**src/rtl/deconv_pkg.sv**
```systemverilog
// Shared types, constants and mod-16 helpers for the deconvolution block.
package deconv_pkg;

  localparam int unsigned NibbleW = 4;
  localparam int unsigned NumTaps = 4;

  typedef enum logic [1:0] {StIdle, StSolve, StCheck, StFin} deconv_state_e;

  // Nibble h holds h^-1 mod 16 (= h^3); even entries are unused and zero.
  localparam logic [63:0] InvTab = 64'hF050_3090_70D0_B010;

  function automatic logic [NibbleW-1:0] inv_lut(input logic [NibbleW-1:0] h);
    return InvTab[{h, 2'b00} +: NibbleW];
  endfunction

  function automatic logic [NibbleW-1:0] mul4(input logic [NibbleW-1:0] a,
                                               input logic [NibbleW-1:0] b);
    return a * b;
  endfunction

endpackage

```
**src/rtl/deconv_mac.sv**
```systemverilog
// Mod-16 sum of up to four 4-bit products; shared by the solve and check steps.
module deconv_mac
  import deconv_pkg::*;
(
  input  logic [NumTaps-1:0][NibbleW-1:0] a_i,
  input  logic [NumTaps-1:0][NibbleW-1:0] b_i,
  output logic [NibbleW-1:0]              sum_o
);

  always_comb begin
    sum_o = '0;
    for (int i = 0; i < NumTaps; i++) begin
      sum_o = sum_o + mul4(a_i[i], b_i[i]);
    end
  end

endmodule

```
**src/rtl/deconvolution.sv**
```systemverilog
// Recovers a 4-tap x from y = h * x (mod 16). Define DECONV_CHECK_EN to verify y4..y6
// and the top nibble of A after the solve.
module deconvolution
  import deconv_pkg::*;
(
  input  logic        clk,
  input  logic        rst_n,
  input  logic        start,
  input  logic [31:0] A,
  input  logic [31:0] B,
  output logic [31:0] Result,
  output logic        busy,
  output logic        done,
  output logic        err,
  output logic        mismatch
);

  deconv_state_e state_q, state_d;

  logic [NumTaps-1:0][NibbleW-1:0] h_q, x_q, mac_b;
  logic [7:0][NibbleW-1:0]         y_q;
  logic [NibbleW-1:0]              hinv_q, hinv_sel, y_sel, x_new, mac_sum;
  logic [2:0]                      k_q, k_eff;
  logic                            err_pend_q, done_q, err_q, mismatch_q;
  logic [31:0]                     result_q;
`ifdef DECONV_CHECK_EN
  logic                            mis_q;
`endif

  logic unused_b;
  assign unused_b = ^B[31:16];

  deconv_mac u_mac (
    .a_i  (h_q),
    .b_i  (mac_b),
    .sum_o(mac_sum)
  );

  // x0 is solved straight from the inputs on the accepting edge, so IDLE acts as k = 0.
  always_comb begin
    k_eff    = (state_q == StIdle) ? 3'd0 : k_q;
    y_sel    = (state_q == StIdle) ? A[3:0] : y_q[k_eff];
    hinv_sel = (state_q == StIdle) ? inv_lut(B[3:0]) : hinv_q;
    mac_b    = '0;
    for (int j = 1; j < NumTaps; j++) begin
      for (int i = 0; i < NumTaps; i++) begin
        if (int'(k_eff) == i + j) mac_b[j] = x_q[i];
      end
    end
    x_new = mul4(hinv_sel, y_sel - mac_sum);
  end

  always_comb begin
    state_d = state_q;
    unique case (state_q)
      StIdle:  if (start) state_d = B[0] ? StSolve : StFin;
      StSolve: if (k_q == 3'd3) begin
`ifdef DECONV_CHECK_EN
        state_d = StCheck;
`else
        state_d = StFin;
`endif
      end
      StCheck: if (k_q == 3'd6) state_d = StFin;
      StFin:   state_d = StIdle;
      default: state_d = StIdle;
    endcase
  end

  always_ff @(posedge clk or negedge rst_n) begin
    if (!rst_n) state_q <= StIdle;
    else        state_q <= state_d;
  end

  always_ff @(posedge clk or negedge rst_n) begin
    if (!rst_n) begin
      h_q        <= '0;
      y_q        <= '0;
      x_q        <= '0;
      hinv_q     <= '0;
      k_q        <= '0;
      err_pend_q <= 1'b0;
      done_q     <= 1'b0;
      err_q      <= 1'b0;
      mismatch_q <= 1'b0;
      result_q   <= '0;
`ifdef DECONV_CHECK_EN
      mis_q      <= 1'b0;
`endif
    end else begin
      done_q <= 1'b0;
      unique case (state_q)
        StIdle: if (start) begin
          h_q        <= B[15:0];
          y_q        <= A;
          hinv_q     <= inv_lut(B[3:0]);
          x_q        <= {{(NumTaps-1)*NibbleW{1'b0}}, x_new};
          k_q        <= 3'd1;
          err_pend_q <= ~B[0];
`ifdef DECONV_CHECK_EN
          mis_q      <= 1'b0;
`endif
        end
        StSolve: begin
          x_q[k_q[1:0]] <= x_new;
          k_q           <= k_q + 3'd1;
        end
`ifdef DECONV_CHECK_EN
        StCheck: begin
          if (mac_sum != y_sel) mis_q <= 1'b1;
          k_q <= k_q + 3'd1;
        end
`endif
        StFin: begin
          done_q   <= 1'b1;
          err_q    <= err_pend_q;
          result_q <= err_pend_q ? 32'h0 : {16'h0, x_q};
`ifdef DECONV_CHECK_EN
          mismatch_q <= !err_pend_q && (mis_q || (y_q[7] != '0));
`else
          mismatch_q <= 1'b0;
`endif
        end
        default: ;
      endcase
    end
  end

  assign Result   = result_q;
  assign busy     = (state_q != StIdle);
  assign done     = done_q;
  assign err      = err_q;
  assign mismatch = mismatch_q;

endmodule

```
**config.mk**
```make
export PLATFORM = sky130hd
export DESIGN_NAME = deconvolution
export DESIGN_NICKNAME = d
export VERILOG_FILES = /design/src/rtl/deconv_pkg.sv /design/src/rtl/deconv_mac.sv /design/src/rtl/deconvolution.sv
export SDC_FILE = /design/constraint.sdc
export NUM_CORES = 1
export LEC_CHECK = 0
export CAP_MARGIN = 10
export CORE_ASPECT_RATIO = 2
export CORE_UTILIZATION = 54
export CTS_CLUSTER_DIAMETER = 40
export DETAILED_ROUTE_END_ITERATION = 10
export PLACE_DENSITY = 0.88
export SYNTH_ARGS = -nofsm -noshare
export SYNTH_HDL_FRONTEND = slang
export SYNTH_SLANG_ARGS = --single-unit
```
**constraint.sdc**
```tcl
create_clock -name clk -period 8.1 [get_ports clk]
set_clock_uncertainty 0.2 [all_clocks]
set_input_delay 1.62 -clock clk [delete_from_list [all_inputs] [get_ports clk]]
set_output_delay 1.62 -clock clk [all_outputs]
set_load 0.01 [all_outputs]
```
### After elaboration in Yosys (flattened, before gate mapping)

Cells that the tools add are included.

| word-level totals | value |
|---|---|
| bits in registers | 104 |
| bits of input ports | 67 |

| cells by class | value |
|---|---|
| bitwise operators | 1 |
| order comparisons | 3 |
| reduce and logical (&&, ||, !) cells | 7 |
| mux-type cells | 31 |
| $add $sub $neg | 4 |
| eq/ne operators | 14 |
| multipliers | 4 |
| shift-type cells | 1 |

Operator list:

| operator | count |
|---|---|
| $mux W4 | 16 |
| $shiftx A64 B7 Y4 const A | 1 |
| $mux W16 | 2 |
| $pmux W16 S2 | 1 |
| $bwmux W16 | 1 |
| $mul A4 B4 Y4 | 4 |
| $eq A3 B3 Y1 const B | 5 |
| $bmux W4 S3 | 1 |
| $eq A3 B2 Y1 const B | 3 |
| $add A4 B4 Y4 | 2 |
| $demux W4 S2 | 1 |
| $mux W2 | 4 |
| $pmux W2 S4 | 1 |
| $mux W3 | 2 |
| $ne A2 B2 Y1 const B | 3 |
| $pmux W3 S2 | 1 |
| $eq A2 B2 Y1 const B | 2 |
| $lt A3 B4 Y1 const B | 1 |
| $reduce_and A2 Y1 | 2 |
| $reduce_bool A2 Y1 | 2 |
| $sub A4 B4 Y4 | 1 |
| $add A3 B1 Y3 const B | 1 |
| $lt A2 B3 Y1 const B | 1 |
| $reduce_and A3 Y1 | 1 |
| 6 further kinds | 6 |

### Depth between registers and ports, before layout

Gate-level depths: netlist (run 1).

| logic depth | value |
|---|---|
| depth after elaboration | 14 |
| gate-level depth with buffers | 29 |
| gate-level depth less buffers | 27 |

### Hierarchy

A second synthesis (run 1) with hierarchy kept.

| second synthesis, totals | value |
|---|---|
| cells, all modules | 574 |
| area total of the unflattened synthesis | 5,909.4 µm² |

Modules (own cells, without submodules):

| module | instances | cells an instance | area an instance (µm²) |
|---|---|---|---|
| deconvolution | 1 | 466 | 5,031.1 |
| deconv_mac | 1 | 108 | 878.3 |

### Worst setup path after synthesis (run 1)

OpenSTA, ideal clock, no wires.

| timing path | value |
|---|---|
| path kind | in2reg |
| start point | input port A[3] |
| end point | register x_q[15] (netlist bit) |
| stages | 23 |
| setup slack | 1.067 ns |
| data arrival time | 6.702 ns |
| path buffers | 0 |
| cell sequence | nand2_1 o21ai_0 inv_1 fa_1 inv_1 fa_1 fa_1 fa_1 inv_1 fa_1 xor2_1 nor2_1 ha_1 ha_1 ha_1 xnor2_1 xnor2_1 xnor2_1 xnor2_1 xnor2_2 xnor2_4 a41oi_1 o21ai_1 |

| on the way | value |
|---|---|
| cells in the longest elaborated chain, start to end | 5 |

RTL lines:

| item | RTL line | RTL |
|---|---|---|
| start: declaration | deconvolution.sv:9 | `input logic [31:0] A,` |
| $mux W4 | deconvolution.sv:42 | `y_sel = (state_q == StIdle) ? A[3:0] : y_q[k_eff];` |
| $sub A4 B4 Y4 | deconvolution.sv:50 | `x_new = mul4(hinv_sel, y_sel - mac_sum);` |
| $mul A4 B4 Y4 | deconv_pkg.sv:18 | `return a * b;` |
| $bwmux W16 | deconvolution.sv:105 | `x_q[k_q[1:0]] <= x_new;` |
| $pmux W16 S2 | deconvolution.sv:92 | `unique case (state_q)` |
| end signal: assignment | deconvolution.sv:97 | `x_q <= {{(NumTaps-1)*NibbleW{1'b0}}, x_new};` |
| end signal: indexed assignment | deconvolution.sv:105 |  |
| end: declaration | deconvolution.sv:20 | `logic [NumTaps-1:0][NibbleW-1:0] h_q, x_q, mac_b;` |

Every way passes these cells.
A chain may end at the register's enable or synchronous reset.

### Worst setup path in the final report (run 1)

| timing path | value |
|---|---|
| start point | register state_q[0] |
| end point | register x_q[15] (netlist bit) |

| on the way | value |
|---|---|
| cells in the longest elaborated chain, start to end | 14 |
| elaborated cells between the ends (all ways) | 37 |
| classes of those cells | add/sub: 3; mul: 4; eq/ne: 8; mux: 19; reduce/logical: 3 |

RTL lines:

| item | RTL line | RTL |
|---|---|---|
| start: declaration | deconvolution.sv:18 | `deconv_state_e state_q, state_d;` |
| start signal: assignment | deconvolution.sv:71 | `if (!rst_n) state_q <= StIdle;` |
| start signal: assignment | deconvolution.sv:72 | `else state_q <= state_d;` |
| $logic_not A2 Y1 | - |  |
| $mux W3 | deconvolution.sv:41 | `k_eff = (state_q == StIdle) ? 3'd0 : k_q;` |
| $eq A3 B2 Y1 / $eq A3 B3 Y1 (equally long branches) | deconvolution.sv:47 | `if (int'(k_eff) == i + j) mac_b[j] = x_q[i];` |
| $mux W4 (4 in series) | deconvolution.sv:47 |  |
| $mul A4 B4 Y4 | deconv_pkg.sv:18 |  |
| $add A4 B4 Y4 (2 in series) | deconv_mac.sv:13 | `sum_o = sum_o + mul4(a_i[i], b_i[i]);` |
| $sub A4 B4 Y4 | deconvolution.sv:50 |  |
| $mul A4 B4 Y4 | deconv_pkg.sv:18 |  |
| $bwmux W16 | deconvolution.sv:105 |  |
| $pmux W16 S2 | deconvolution.sv:92 |  |

Parallel ways exist; a longest one is shown, timed or not. The select of a mux whose other input is x is not followed.

==> results.md, run 1 <==
* RSZ-0062 raised after global routing: no
* Total gr overflow at 0
* Clock Sinks at 88
* Post-Route WL at 14100 um
* Status: complete, no violations
* Fmax at 133 MHz
* Starting Density at 55.8%
* Hold Vio Cnt, Final at 0
* H-tree depth at 3
* Final setup margin at 0.598 ns
* Fillers at 819
* TritonCTS Buffers at 9
* Vias in the first global route at 4891
* RePlAce Congestion at 0.904
* Drt via density at 5.88
* Vias post-DR at 4498
* Initial antenna violation count at 0
* Worst slew pin tran at 1.11 ns
* Worst path arrival time at 7.53 ns
* Dominant synthesized flop cell: dfrtp_1
* # resized after CTS at 0
* Critical Path Source Type: flop
* Clk root buf: clkbuf_16
* CP endpoint kind: flop
* Critical path type: reg -> reg
* Place WS at 0.348 ns
* # diodes at 0
* CTS tree: built
* Synth unique cells at 66
* EDFF count, synth at 0
* Post-synthesis sequential area ratio at 37.4%
* Mapped Cells at 566
* Critical Path RT at 8.13 ns
* Core footprint at 10500 um^2
* Yosys warning count at 0
* Remaining routing DRC violations at 0
* Clock Latency Late Sink at 0.34 ns
* Slew headroom at 25.6%
* Cts-stage hold buffer count at 0
* Ys async rst share at 100%
* First-pass GRT wire length at 23500 um
* Syn avg cell area at 10.4 um^2
* ANT nets after route at 0
* Share of post-route cells with drive strength above 1 at 15.0%
* Hold Path Class: reg -> reg
* Pins Over Slew Limit at 0
* GRT Total Usage at 28.0%
* Routed wire length per instance at 18.4 um
* Clock Path Buffers at 2
* First-pass detailed-route iteration total at 5
* Clock transition at the registers of the reported paths at 0.06 ns
* Syn Std Cell Area at 5890 um^2
* Final setup vio count at 0
* Die height at 150 um
* Total Nets Final at 729
* Io pins at 103
* Crit-path max FO at 11
* Hpwl dp at 10600 um
* Dpl cell area at 6590 um^2
* Largest net degree at the start of global routing at 89
* Post-route cell area at 6880 um^2
* Area growth, synth to finish at 16.9%
* Setup repair bufs after CTS at 0
* PortBufs at 69
* MaxCap Viol Count at 0
* Die area at 11300 um^2
* Cell row count at 53
* Die X at 75.8 um
* Iter 0 DRT Violations at 380
* Fin Setup TNS at 0 ns
* Synthesized flop and latch total at 88
* Period minus WS final at 7.50 ns
* Util after Layout at 65.2%
* Final period utilization at 92.6%
[cell families (layout without fill, tap and decap cells)]
logic type,Yosys count,after routing,share of synthesized area (%)
mux,67,67,14.2
buf+inv,85,131,7.27
flops,88,88,37.4
xor+xnor,32,32,6.14
fa+ha+maj,39,39,9.65
other cells,1,17,0.0637
simple gates,149,149,14.3
compound gates,105,105,10.9
[layer usage]
layer	track usage [%]	share of wire, %	vias up	wire length (um)
li1	-	-	2049	-
met1	28.8	33	2181	4720
met2	49.2	56	197	7850
met3	5.59	4.6	71	653
met4	18.1	6.3	0	886
met5	0	0	-	0
[per-stage QoR]
stage | hold WS [ns] | instances
floorplan | 0.250 | 582
global placement | 0.267 | 750
detailed placement | 0.277 | 750
CTS | 0.291 | 765
global route | 0.310 | 765
finish | 0.297 | 765
[path summary, 6_finish.rpt]
kind / end / cells after the start / slack, ns / from
min reg2reg: hinv_q[1] / 2 / 0.30 / hinv_q[1]
max: x_q[15] / 25 / 0.60 / state_q[0]
max reg2reg: x_q[15] / 25 / 0.60 / state_q[0]
min in group asynchronous: x_q[11] / 1 / 1.29 / rst_n
min: hinv_q[1] / 2 / 0.30 / hinv_q[1]
max in group asynchronous: h_q[8] / 1 / 5.72 / rst_n
[critical path, cell delays in order, from the launching register on]
cell and delay, ns:
dfrtp_1 0.43, inv_1 0.12, ha_1 0.42, and4bb_1 0.29, a221oi_1 0.48, and2_1 0.23, fa_1 0.44, ha_1 0.32
fa_1 0.50, fa_1 0.54, fa_1 0.55, inv_1 0.05, ha_1 0.33, xor2_1 0.23, nor2_1 0.07, ha_1 0.32
ha_1 0.31, ha_1 0.21, xnor2_1 0.17, xnor2_1 0.17, xnor2_1 0.17, xnor2_1 0.13, xnor2_2 0.26, xnor2_4 0.13
a41oi_1 0.21, o21ai_1 0.09
[state kept, by name, summed over array words and instances (netlist names)]
register    cells
y_q            32
Result         16
x_q            16
h_q            12
hinv_q          4
k_q             3
state_q         2
done            1
err             1
err_pend_q      1
[cells in the final DEF, fill, tap and decap left out, drive strengths merged, types with 3 or more instances in the layout]
cell type | netlist | layout
mux2i | 6 | 6
xnor2 | 23 | 23
nand2b | 6 | 6
inv | 38 | 39
conb | 1 | 17
buf | 28 | 9
nand3 | 4 | 4
fa | 11 | 11
mux4 | 8 | 8
clkbuf | 18 | 12
o31ai | 4 | 4
a22oi | 6 | 6
and2 | 13 | 13
and3 | 17 | 17
nor2b | 10 | 10
xnor3 | 4 | 4
a31oi | 3 | 3
nor3b | 3 | 3
clkdlybuf4s50 | 0 | 68
nand2 | 35 | 35
nor2 | 29 | 29
nand3b | 18 | 18
ha | 27 | 27
a21oi | 26 | 26
a221oi | 3 | 3
dfrtp | 88 | 88
and4bb | 3 | 3
o21ai | 44 | 44
mux2 | 53 | 53
xor2 | 5 | 5
[final cells by class]
| cell class | instances | area (um^2) | share of cell area [%] |
|---|---|---|---|
| Clock inverter | 3 | 25.0 | 0.364 |
| Inverter | 39 | 146 | 2.13 |
| Timing Repair Buffer | 77 | 748 | 10.9 |
| Sequential cell | 88 | 2200 | 32.0 |
| Multi-Input combinational cell | 409 | 3320 | 48.3 |
| Tap cell | 137 | 171 | 2.49 |
| Clock buffer | 12 | 267 | 3.87 |
[synth_stat cells (all sizes together), types with 17 or more instances]
cell type | n | area [um^2]
nor2 | 29 | 109
nand3b | 18 | 135
inv | 38 | 143
xnor2 | 23 | 228
nand2 | 35 | 131
ha | 27 | 338
and3 | 17 | 106
dfrtp | 88 | 2200
buf | 28 | 214
clkbuf | 18 | 67.6
o21ai | 44 | 224
a21oi | 26 | 130
mux2 | 53 | 597
Power of run 1 is left out: the tool's default activity adds up to more than one toggle a clock period on the data nets, which glitch-free logic cannot reach.
==> run 2, diff against run 1 <==
--- a/config.mk
+++ b/config.mk
@@ -5,7 +5,7 @@
 export SDC_FILE = /design/constraint.sdc
 export NUM_CORES = 1
 export LEC_CHECK = 0
-export CAP_MARGIN = 10
+export CAP_MARGIN = 20
 export CORE_ASPECT_RATIO = 2
 export CORE_UTILIZATION = 54
 export CTS_CLUSTER_DIAMETER = 40
==> constraint.sdc (replaced) <==
create_clock -name clk -period 8.1 [get_ports clk]
set_clock_uncertainty 0.2 [all_clocks]
set_input_delay 1.215 -clock clk [delete_from_list [all_inputs] [get_ports clk]]
set_output_delay 1.215 -clock clk [all_outputs]
set_load 0.01 [all_outputs]
==> run 2 against run 1 <==
Effect of this change: routed wire length is 0.63% higher; hold slack got worse by 0.013 ns; first-iteration DRC count rose by 29%; fmax increased by 1.5%; sequential share of layout area is 0.29 points lower; register-to-register slack better by 0.11 ns; highest routed layer unchanged; non-clock buffer count grew 2.
==> results.md, run 2 (same netlist as run 1, synthesis figures left out) <==
* Worst Hold End: hinv_q[3]
* Hold_ws at 0.283 ns (-0.0135 ns)
* Largest net degree at the start of global routing at 89 (unchanged)
* Pins Over Slew Limit at 0 (unchanged)
* GRT Total Usage at 27.9% (-0.11 points)
* Starting Density at 55.8% (unchanged)
* DP Cell Count at 750 (unchanged)
* ANT nets after route at 0 (unchanged)
* First-pass GRT wire length at 23100 um (-1.8%)
* Worst slew pin tran at 0.950 ns (-0.162 ns)
* Crit-path max FO at 18 (+7)
* Initial antenna violation count at 0 (unchanged)
* # resized after CTS at 0 (unchanged)
* Most frequent cells in the layout: 88 x dfrtp_1, 68 x clkdlybuf4s50_1, 51 x mux2_2
* Vias post-DR at 4499 (+0.022%)
* Crit Reg-Reg Endpoint: x_q[15]
* Io pins at 103 (unchanged)
* Largest register FFs at 32 (unchanged)
* Post-Route WL at 14200 um (+0.63%)
* Critical Path RT at 8.12 ns (about the same)
* TritonCTS Buffers at 9 (unchanged)
* H-tree depth at 3 (unchanged)
* RSZ-0062 raised after global routing: no
* Remaining routing DRC violations at 0 (unchanged)
* Cell row count at 53 (unchanged)
* Critical Path Source Type: flop
* Clk root buf: clkbuf_16
* Die height at 150 um (unchanged)
* Share of post-route cells with drive strength above 1 at 15.2% (+0.25 points)
* Area growth, synth to finish at 17.9%
* # diodes at 0 (unchanged)
* Die X at 75.8 um (unchanged)
* Critical path type: reg -> reg
* Cts-stage hold buffer count at 0 (unchanged)
* Slew headroom at 36.7% (+11 points)
* Clock Path Buffers at 2 (unchanged)
* HP Start: hinv_q[3]
* Total gr overflow at 0 (unchanged)
* Worst R2R Start: k_q[0]
* Most common cell after layout, fill and taps aside: dfrtp_1
* Clock Sinks at 88 (unchanged)
* Hold Path Class: reg -> reg
* Hold Vio Cnt, Final at 0 (unchanged)
* Worst path arrival time at 7.41 ns (-0.12 ns)
* FF-to-FF setup slack at 0.71 ns (+0.11 ns)
* Routed wire length per instance at 18.5 um (+0.24%)
* RePlAce Congestion at 0.896 (-0.85%)
* Die area at 11300 um^2 (unchanged)
* Drt via density at 5.86 (-0.37%)
* Period minus WS final at 7.39 ns (-0.114 ns)
* MaxCap Viol Count at 0 (unchanged)
* PortBufs at 69 (unchanged)
* Final non-filler cell total at 768 (+0.39%)
* Iter 0 DRT Violations at 489 (+29%)
* Core footprint at 10500 um^2 (unchanged)
* Worst R2R Path Depth at 25 (unchanged)
* Status: complete, no violations
* Clock Latency Late Sink at 0.35 ns (about the same)
* CTS tree: built
* Fin Setup TNS at 0 ns (unchanged)
* Total Nets Final at 731 (+0.27%)
* Final period utilization at 91.2% (-1.4 points)
* Top reg by flops: y_q
* Hold path depth at 2 (unchanged)
* Vias in the first global route at 4575 (-6.5%)
* Final setup vio count at 0 (unchanged)
* Fmax at 135 MHz (+1.5%)
* Clock transition at the registers of the reported paths at 0.07 ns (about the same)
* Hpwl dp at 10400 um (-1.3%)
* First-pass detailed-route iteration total at 4 (-1)
* CP endpoint kind: flop
* Setup repair bufs after CTS at 0 (unchanged)
==> run 2: cell types whose count changed in the layout (fill, tap and decap cells not counted), sizes merged <==
cell,delta
buf,+2
clkbuf,-1
clkinvlp,+1
bufinv,+1
==> run 2: per-layer routing <==
layer | wire length, um | vias to the layer above | GRT usage [%] | share of wire, %
met5 | 0 | - | 0 | 0
met4 | 744 | 0 | 16.3 | 5.2
met3 | 593 | 58 | 4.11 | 4.2
met2 | 7820 | 170 | 48.7 | 55
met1 | 5050 | 2211 | 30.8 | 36
li1 | - | 2060 | - | -
==> run 2: final cells by class <==
class / instances / area (um^2)
Multi-Input combinational cell: 409 / 3320
Clock buffer: 11 / 243
Fill cell: 827 / 3600
Tap cell: 137 / 171
Clock inverter: 5 / 65.1
Timing Repair Buffer: 79 / 796
Inverter: 39 / 146
Sequential cell: 88 / 2200
==> run 2: worst max-delay path by stage <==
| stage | start | to | slack [ns] | cells past startpoint |
|---|---|---|---|---|
| floorplan | k_q[0] | x_q[15] | 1.28 | 27 |
| global placement | A[3] | x_q[15] | 0.73 | 24 |
| detailed placement | A[3] | x_q[15] | 0.52 | 24 |
| CTS | k_q[0] | x_q[15] | 0.69 | 25 |
| global route | k_q[0] | x_q[15] | 0.33 | 25 |
| finish | k_q[0] | x_q[15] | 0.71 | 25 |
==> run 2: metrics by stage <==
step | worst slack [ns] | util, % | cell area [um^2]
final | 0.712 | 65.8 | 6940
after global routing | 0.327 | 65.8 | 6940
after CTS | 0.686 | 65.4 | 6900
after detailed placement | 0.518 | 62.5 | 6590
after global placement | 0.732 | 62.5 | 6590
after floorplan | 1.28 | - | 5950
==> run 2: worst max-delay path, stage by stage, from the launching register on <==
cell and delay, ns:
dfrtp_1 0.63, buf_4 0.33, nor2b_1 0.17, o21ai_1 0.12
a221oi_1 0.47, and2_1 0.23, fa_1 0.43, ha_1 0.32
fa_1 0.48, fa_1 0.53, fa_1 0.56, inv_1 0.04
ha_1 0.32, xor2_1 0.20, nor2_1 0.07, ha_1 0.31
ha_1 0.30, ha_1 0.21, xnor2_1 0.13, xnor2_1 0.20
xnor2_1 0.17, xnor2_1 0.19, xnor2_2 0.14, xnor2_4 0.19
a41oi_1 0.22, o21ai_1 0.09
Power of run 2 is left out for the same reason.
==> edit 1, RTL diff (config.mk and constraints of run 1) <==
Register the inputs `start`, `A` and `B` before use, with the module's reset. The logic sees them one clock later.
--- a/src/rtl/deconvolution.sv
+++ b/src/rtl/deconvolution.sv
@@ -15,6 +15,22 @@
   output logic        mismatch
 );
 
+  logic start_q;
+  logic [31:0] A_q;
+  logic [31:0] B_q;
+
+  always_ff @(posedge clk or negedge rst_n) begin
+    if (!rst_n) begin
+      start_q <= '0;
+      A_q     <= '0;
+      B_q     <= '0;
+    end else begin
+      start_q <= start;
+      A_q     <= A;
+      B_q     <= B;
+    end
+  end
+
   deconv_state_e state_q, state_d;
 
   logic [NumTaps-1:0][NibbleW-1:0] h_q, x_q, mac_b;
@@ -28,7 +44,7 @@
 `endif
 
   logic unused_b;
-  assign unused_b = ^B[31:16];
+  assign unused_b = ^B_q[31:16];
 
   deconv_mac u_mac (
     .a_i  (h_q),
@@ -39,8 +55,8 @@
   // x0 is solved straight from the inputs on the accepting edge, so IDLE acts as k = 0.
   always_comb begin
     k_eff    = (state_q == StIdle) ? 3'd0 : k_q;
-    y_sel    = (state_q == StIdle) ? A[3:0] : y_q[k_eff];
-    hinv_sel = (state_q == StIdle) ? inv_lut(B[3:0]) : hinv_q;
+    y_sel    = (state_q == StIdle) ? A_q[3:0] : y_q[k_eff];
+    hinv_sel = (state_q == StIdle) ? inv_lut(B_q[3:0]) : hinv_q;
     mac_b    = '0;
     for (int j = 1; j < NumTaps; j++) begin
       for (int i = 0; i < NumTaps; i++) begin
@@ -53,7 +69,7 @@
   always_comb begin
     state_d = state_q;
     unique case (state_q)
-      StIdle:  if (start) state_d = B[0] ? StSolve : StFin;
+      StIdle:  if (start_q) state_d = B_q[0] ? StSolve : StFin;
       StSolve: if (k_q == 3'd3) begin
 `ifdef DECONV_CHECK_EN
         state_d = StCheck;
@@ -90,13 +106,13 @@
     end else begin
       done_q <= 1'b0;
       unique case (state_q)
-        StIdle: if (start) begin
-          h_q        <= B[15:0];
-          y_q        <= A;
-          hinv_q     <= inv_lut(B[3:0]);
+        StIdle: if (start_q) begin
+          h_q        <= B_q[15:0];
+          y_q        <= A_q;
+          hinv_q     <= inv_lut(B_q[3:0]);
           x_q        <= {{(NumTaps-1)*NibbleW{1'b0}}, x_new};
           k_q        <= 3'd1;
-          err_pend_q <= ~B[0];
+          err_pend_q <= ~B_q[0];
 `ifdef DECONV_CHECK_EN
           mis_q      <= 1'b0;
 `endif
Function: changed (a bounded check fails within 4 cycles, from zero or initial values and one cycle with rst_n low).
==> edit 1 against run 1 <==
Wire length is 8.0% higher; area after synthesis is 19% higher; core utilization is 0.92 points higher; cell area is 21% higher; first-iteration DRC count is 15% lower; critical path type unchanged; critical endpoint is now x_q[11]; largest cell class is now flip-flops and latches; die area is 18% higher; fmax is 0.23% lower; sequential cell count is 49 higher; worst hold slack worse by 0.023 ns; setup slack worse by 0.017 ns.
Power is left out: the tool's default activity adds up to more than one toggle a clock period on the data nets, which glitch-free logic cannot reach.
==> edit 1: results (changes against run 1) <==
Synth
  – Register area share after synthesis: 49.1% (+12 points)
  – Ys async rst share: 100% (unchanged)
  – Post-synth cell types: 56 (-15%)
  – Post-Syn Instances: 613 (+8.3%)
  – Commonest cells in the netlist: dfrtp_1, mux2_2, inv_1, o21ai_0, nand2_1
  – Synth area leaders: dfrtp_1, mux2_2, ha_1, fa_1, xnor2_1

Place
  – Placed Cells incl. Taps: 814 (+8.5%)
  – I/O Buffers: 69 (unchanged)
  – Post-DP Area: 0.00776 mm2 (+18%)
  – Gp weighted congestion: 0.946 (+4.7%)
  – DP HPWL: 11.2 mm (+5.6%)

Global routing
  – Vias in the first global route: 5091 (+4.1%)
  – Global-route wire length before repair: 24.7 mm (+5.2%)
  – Largest net degree at the start of global routing: 77 (-13%)
  – Initial antenna violation count: 0 (unchanged)
  – Gr usage total: 25.6% (-2.4 points)

Clock network
  – Clk root buf: clkbuf_16
  – Deepest clock path buffer count: 2 (unchanged)
  – TritonCTS Buffers: 17 (+8)
  – Clock Latency Late Sink: 0.42 ns (+0.08 ns)
  – Post-CTS Setup Bufs: 0 (unchanged)
  – CTS H-tree depth: 4 (+1)
  – Clock slew at reported path FFs: 0.06 ns (about the same)

Setup path
  – Max FO, Critical Path: 15 (+4)
  – Worst EP arrival: 7.61 ns (+0.08 ns)
  – R2R Setup Slk: 0.58 ns (-0.02 ns)

Finish
  – Nets@finish: 788 (+8.1%)
  – Top flop regs: A_q x32, y_q x32
  – Fillers: 935 (+14%)
  – Layout cells sized above 1: 16.8% (+1.8 points)
  – Final std cells w/o fill: 846 (+11%)

Detailed routing
  – DRT Wirelength: 15.2 mm (+8.0%)
  – Initial drt markers: 324 (-15%)
  – Met1 wire length: 5.34 mm (+13%)
  – Met2 routed WL: 8.40 mm (+7.0%)
  – Vias: 4839 (+7.6%)
  – Highest metal used: met4
  – Met3 Wirelength: 574 um (-12%)

STA
  – Worst slew pin tran: 1.06 ns (-0.0471 ns)
  – Hold Slack: 0.274 ns (-0.0228 ns)

Min path
  – Min-delay worst type: register to register

Run status
  – Status: finished clean
## edit 1: layout make-up
cell class | count | share of cell area, %
timing repair buffer | 82 | 9.41
sequential | 137 | 41.0
clock inverter | 14 | 1.83
multi-input combinational | 405 | 38.4
tap | 150 | 2.25
clock buffer | 18 | 5.26
inverter | 40 | 1.80
## edit 1: final timing paths
check / from / end / depth (start not counted)
worst min-delay path: A_q[12] / y_q[12] / 1
max in group asynchronous: rst_n / y_q[21] / 2
min in group asynchronous: rst_n / A_q[16] / 1
worst max-delay path: k_q[1] / x_q[11] / 26
worst min register to register: A_q[12] / y_q[12] / 1
worst max register to register: k_q[1] / x_q[11] / 26
## edit 1: layer usage
metal,GRT usage (%),vias to the layer above
li1,-,2228
met1,26.6,2354
met2,44.6,193
met3,4.99,64
met4,17.7,0
met5,0,-
## edit 1: per-stage QoR
step / utilization, % / setup slack (ns)
floorplan: - / 0.928
global placement: 61.5 / 0.799
detailed placement: 61.5 / 0.641
CTS: 66.2 / 0.619
global route: 66.2 / 0.198
finish: 66.2 / 0.581
## edit 1: worst max-delay path, stage by stage, from the launching register on
cell,delay (ns)
dfrtp_1,0.71
mux2_2,0.40
a22oi_1,0.15
nor2_1,0.08
nor2_1,0.20
nor2_1,0.09
and2_1,0.20
fa_1,0.44
ha_1,0.32
fa_1,0.48
fa_1,0.53
fa_1,0.58
inv_1,0.05
ha_1,0.34
xor2_1,0.23
nor2_1,0.07
ha_1,0.33
ha_1,0.31
ha_1,0.21
xnor2_1,0.18
xnor2_1,0.16
xnor2_1,0.16
xnor2_1,0.15
xnor2_1,0.10
or3_4,0.37
a32oi_1,0.21
o211ai_1,0.11
## edit 1: cell families after synthesis
family          share of synthesized area [%]
xor+xnor                                 4.62
fa+ha+maj                                7.98
simple gates                             9.95
flops                                    49.1
buf+inv                                  5.91
other cells                            0.0537
compound gates                           10.3
mux                                      12.1
==> edit 2, RTL diff (settings of run 1) <==
Made on the original files. Build with the macro `DECONV_CHECK_EN` defined.
--- a/src/rtl/deconvolution.sv
+++ b/src/rtl/deconvolution.sv
@@ -1,5 +1,7 @@
 // Recovers a 4-tap x from y = h * x (mod 16). Define DECONV_CHECK_EN to verify y4..y6
 // and the top nibble of A after the solve.
+`define DECONV_CHECK_EN
+
 module deconvolution
   import deconv_pkg::*;
 (
Behaviour: not the same (Yosys sat finds a counterexample within 10 cycles, from zero or initial values and one cycle with rst_n low).
==> edit 2 against run 1 <==
Wire length fell by 6.9%; setup slack improved by 0.17 ns; cell area fell by 2.5%; core utilization rose by 0.40 points; sequential cell count rose by 2; sequential share of layout area rose by 1.6 points; area after synthesis fell by 3.0%; critical endpoint is now x_q[11].
==> edit 2: results (changes against run 1) <==
Run status
  – Status: finished clean

Place
  – Post-DP Area: 0.00642 mm2 (-2.5%)
  – Dpl ws: 0.929 ns (+0.581 ns)
  – Gp weighted congestion: 0.923 (+2.2%)
  – Placed Cells incl. Taps: 715 (-4.7%)
  – I/O Buffers: 70 (+1.4%)
  – DP HPWL: 9.79 mm (-7.4%)

Global routing
  – Vias in the first global route: 4495 (-8.1%)
  – Largest net degree at the start of global routing: 76 (-15%)
  – Gr usage total: 26.1% (-1.9 points)
  – Global-route wire length before repair: 21.3 mm (-9.3%)

STA
  – Max_slew headroom: 21.4% (-4.3 points)
  – Hold Slack: 0.299 ns (+0.00240 ns)

Setup path
  – Max FO, Critical Path: 21 (+10)
  – R2r endpoint: x_q[11]
  – Worst EP arrival: 7.37 ns (-0.16 ns)
  – Crit-path slowest cell: dfrtp_1
  – Reg2reg start: k_q[1]
  – Largest stage delay, worst path: 0.80 ns (+0.25 ns)

Detailed routing
  – DRT Wirelength: 13.1 mm (-6.9%)
  – Vias/cell: 5.80 (-1.4%)

Synth
  – Commonest cells in the netlist: dfrtp_1, mux2_2, o21ai_0
  – Mapped Avg Cell Area: 10.7 um2 (+3.1%)
  – Post-synth cell types: 62 (-6.1%)
  – Register area share after synthesis: 39.4% (+2.0 points)

Finish
  – Final std cells w/o fill: 730 (-4.6%)
  – Nets@finish: 694 (-4.8%)
  – Fillers: 757 (-7.6%)
  – Layout cells sized above 1: 15.3% (+0.33 points)

Min path
  – Min-delay src: y_q[20]
  – Hold path depth: 1 (-1)
-- edit 2: worst max-delay path by stage --
stage / startpoint / endpoint / slack (ns) / cells after the start
floorplan: state_q[0] / x_q[3] / 1.43 / 29
global placement: k_q[1] / x_q[3] / 1.11 / 26
detailed placement: k_q[1] / x_q[7] / 0.93 / 26
CTS: k_q[1] / x_q[11] / 0.83 / 26
global route: k_q[1] / x_q[15] / 0.46 / 26
finish: k_q[1] / x_q[11] / 0.76 / 26
-- edit 2: cell type report --
class                   count  area [um2]  area share (%)
repair buffers             75         736            11.0
clock buffers              11         233            3.47
well taps                 135         169            2.52
inverters                  34         128            1.90
flip-flops and latches     90        2250            33.6
clock inverters             4        51.3           0.765
multi-input cells         381        3140            46.8
-- edit 2: logic make-up after synthesis --
logic type	synth area share, %
compound gates	11.0
xor+xnor	6.00
fa+ha+maj	8.54
buf+inv	6.70
flops	39.4
mux	15.6
other cells	0.0656
simple gates	12.7
-- edit 2: report_power, final --
| part | internal (mW) | switching, mW |
|---|---|---|
| sequential | 0.651 | 0.207 |
| combinational | 0.843 | 0.922 |
| clock | 0.238 | 0.171 |
-- edit 2: per-layer routing --
layer	GRT usage (%)	vias to the layer above	share of wire, %
li1	-	1962	-
met1	27.0	2048	35
met2	46.4	172	56
met3	4.84	50	3.4
met4	15.9	0	6.0
met5	0	-	0
-- edit 2: worst reg2reg max path, delay by kind of cell, from the launching register on --
| family | cells | cell delay (ns) |
|---|---|---|
| compound gates | 3 | 1.00 |
| xor+xnor | 7 | 1.24 |
| fa+ha+maj | 10 | 3.44 |
| buf+inv | 3 | 0.15 |
| flops | 1 | 0.80 |
| simple gates | 3 | 0.40 |
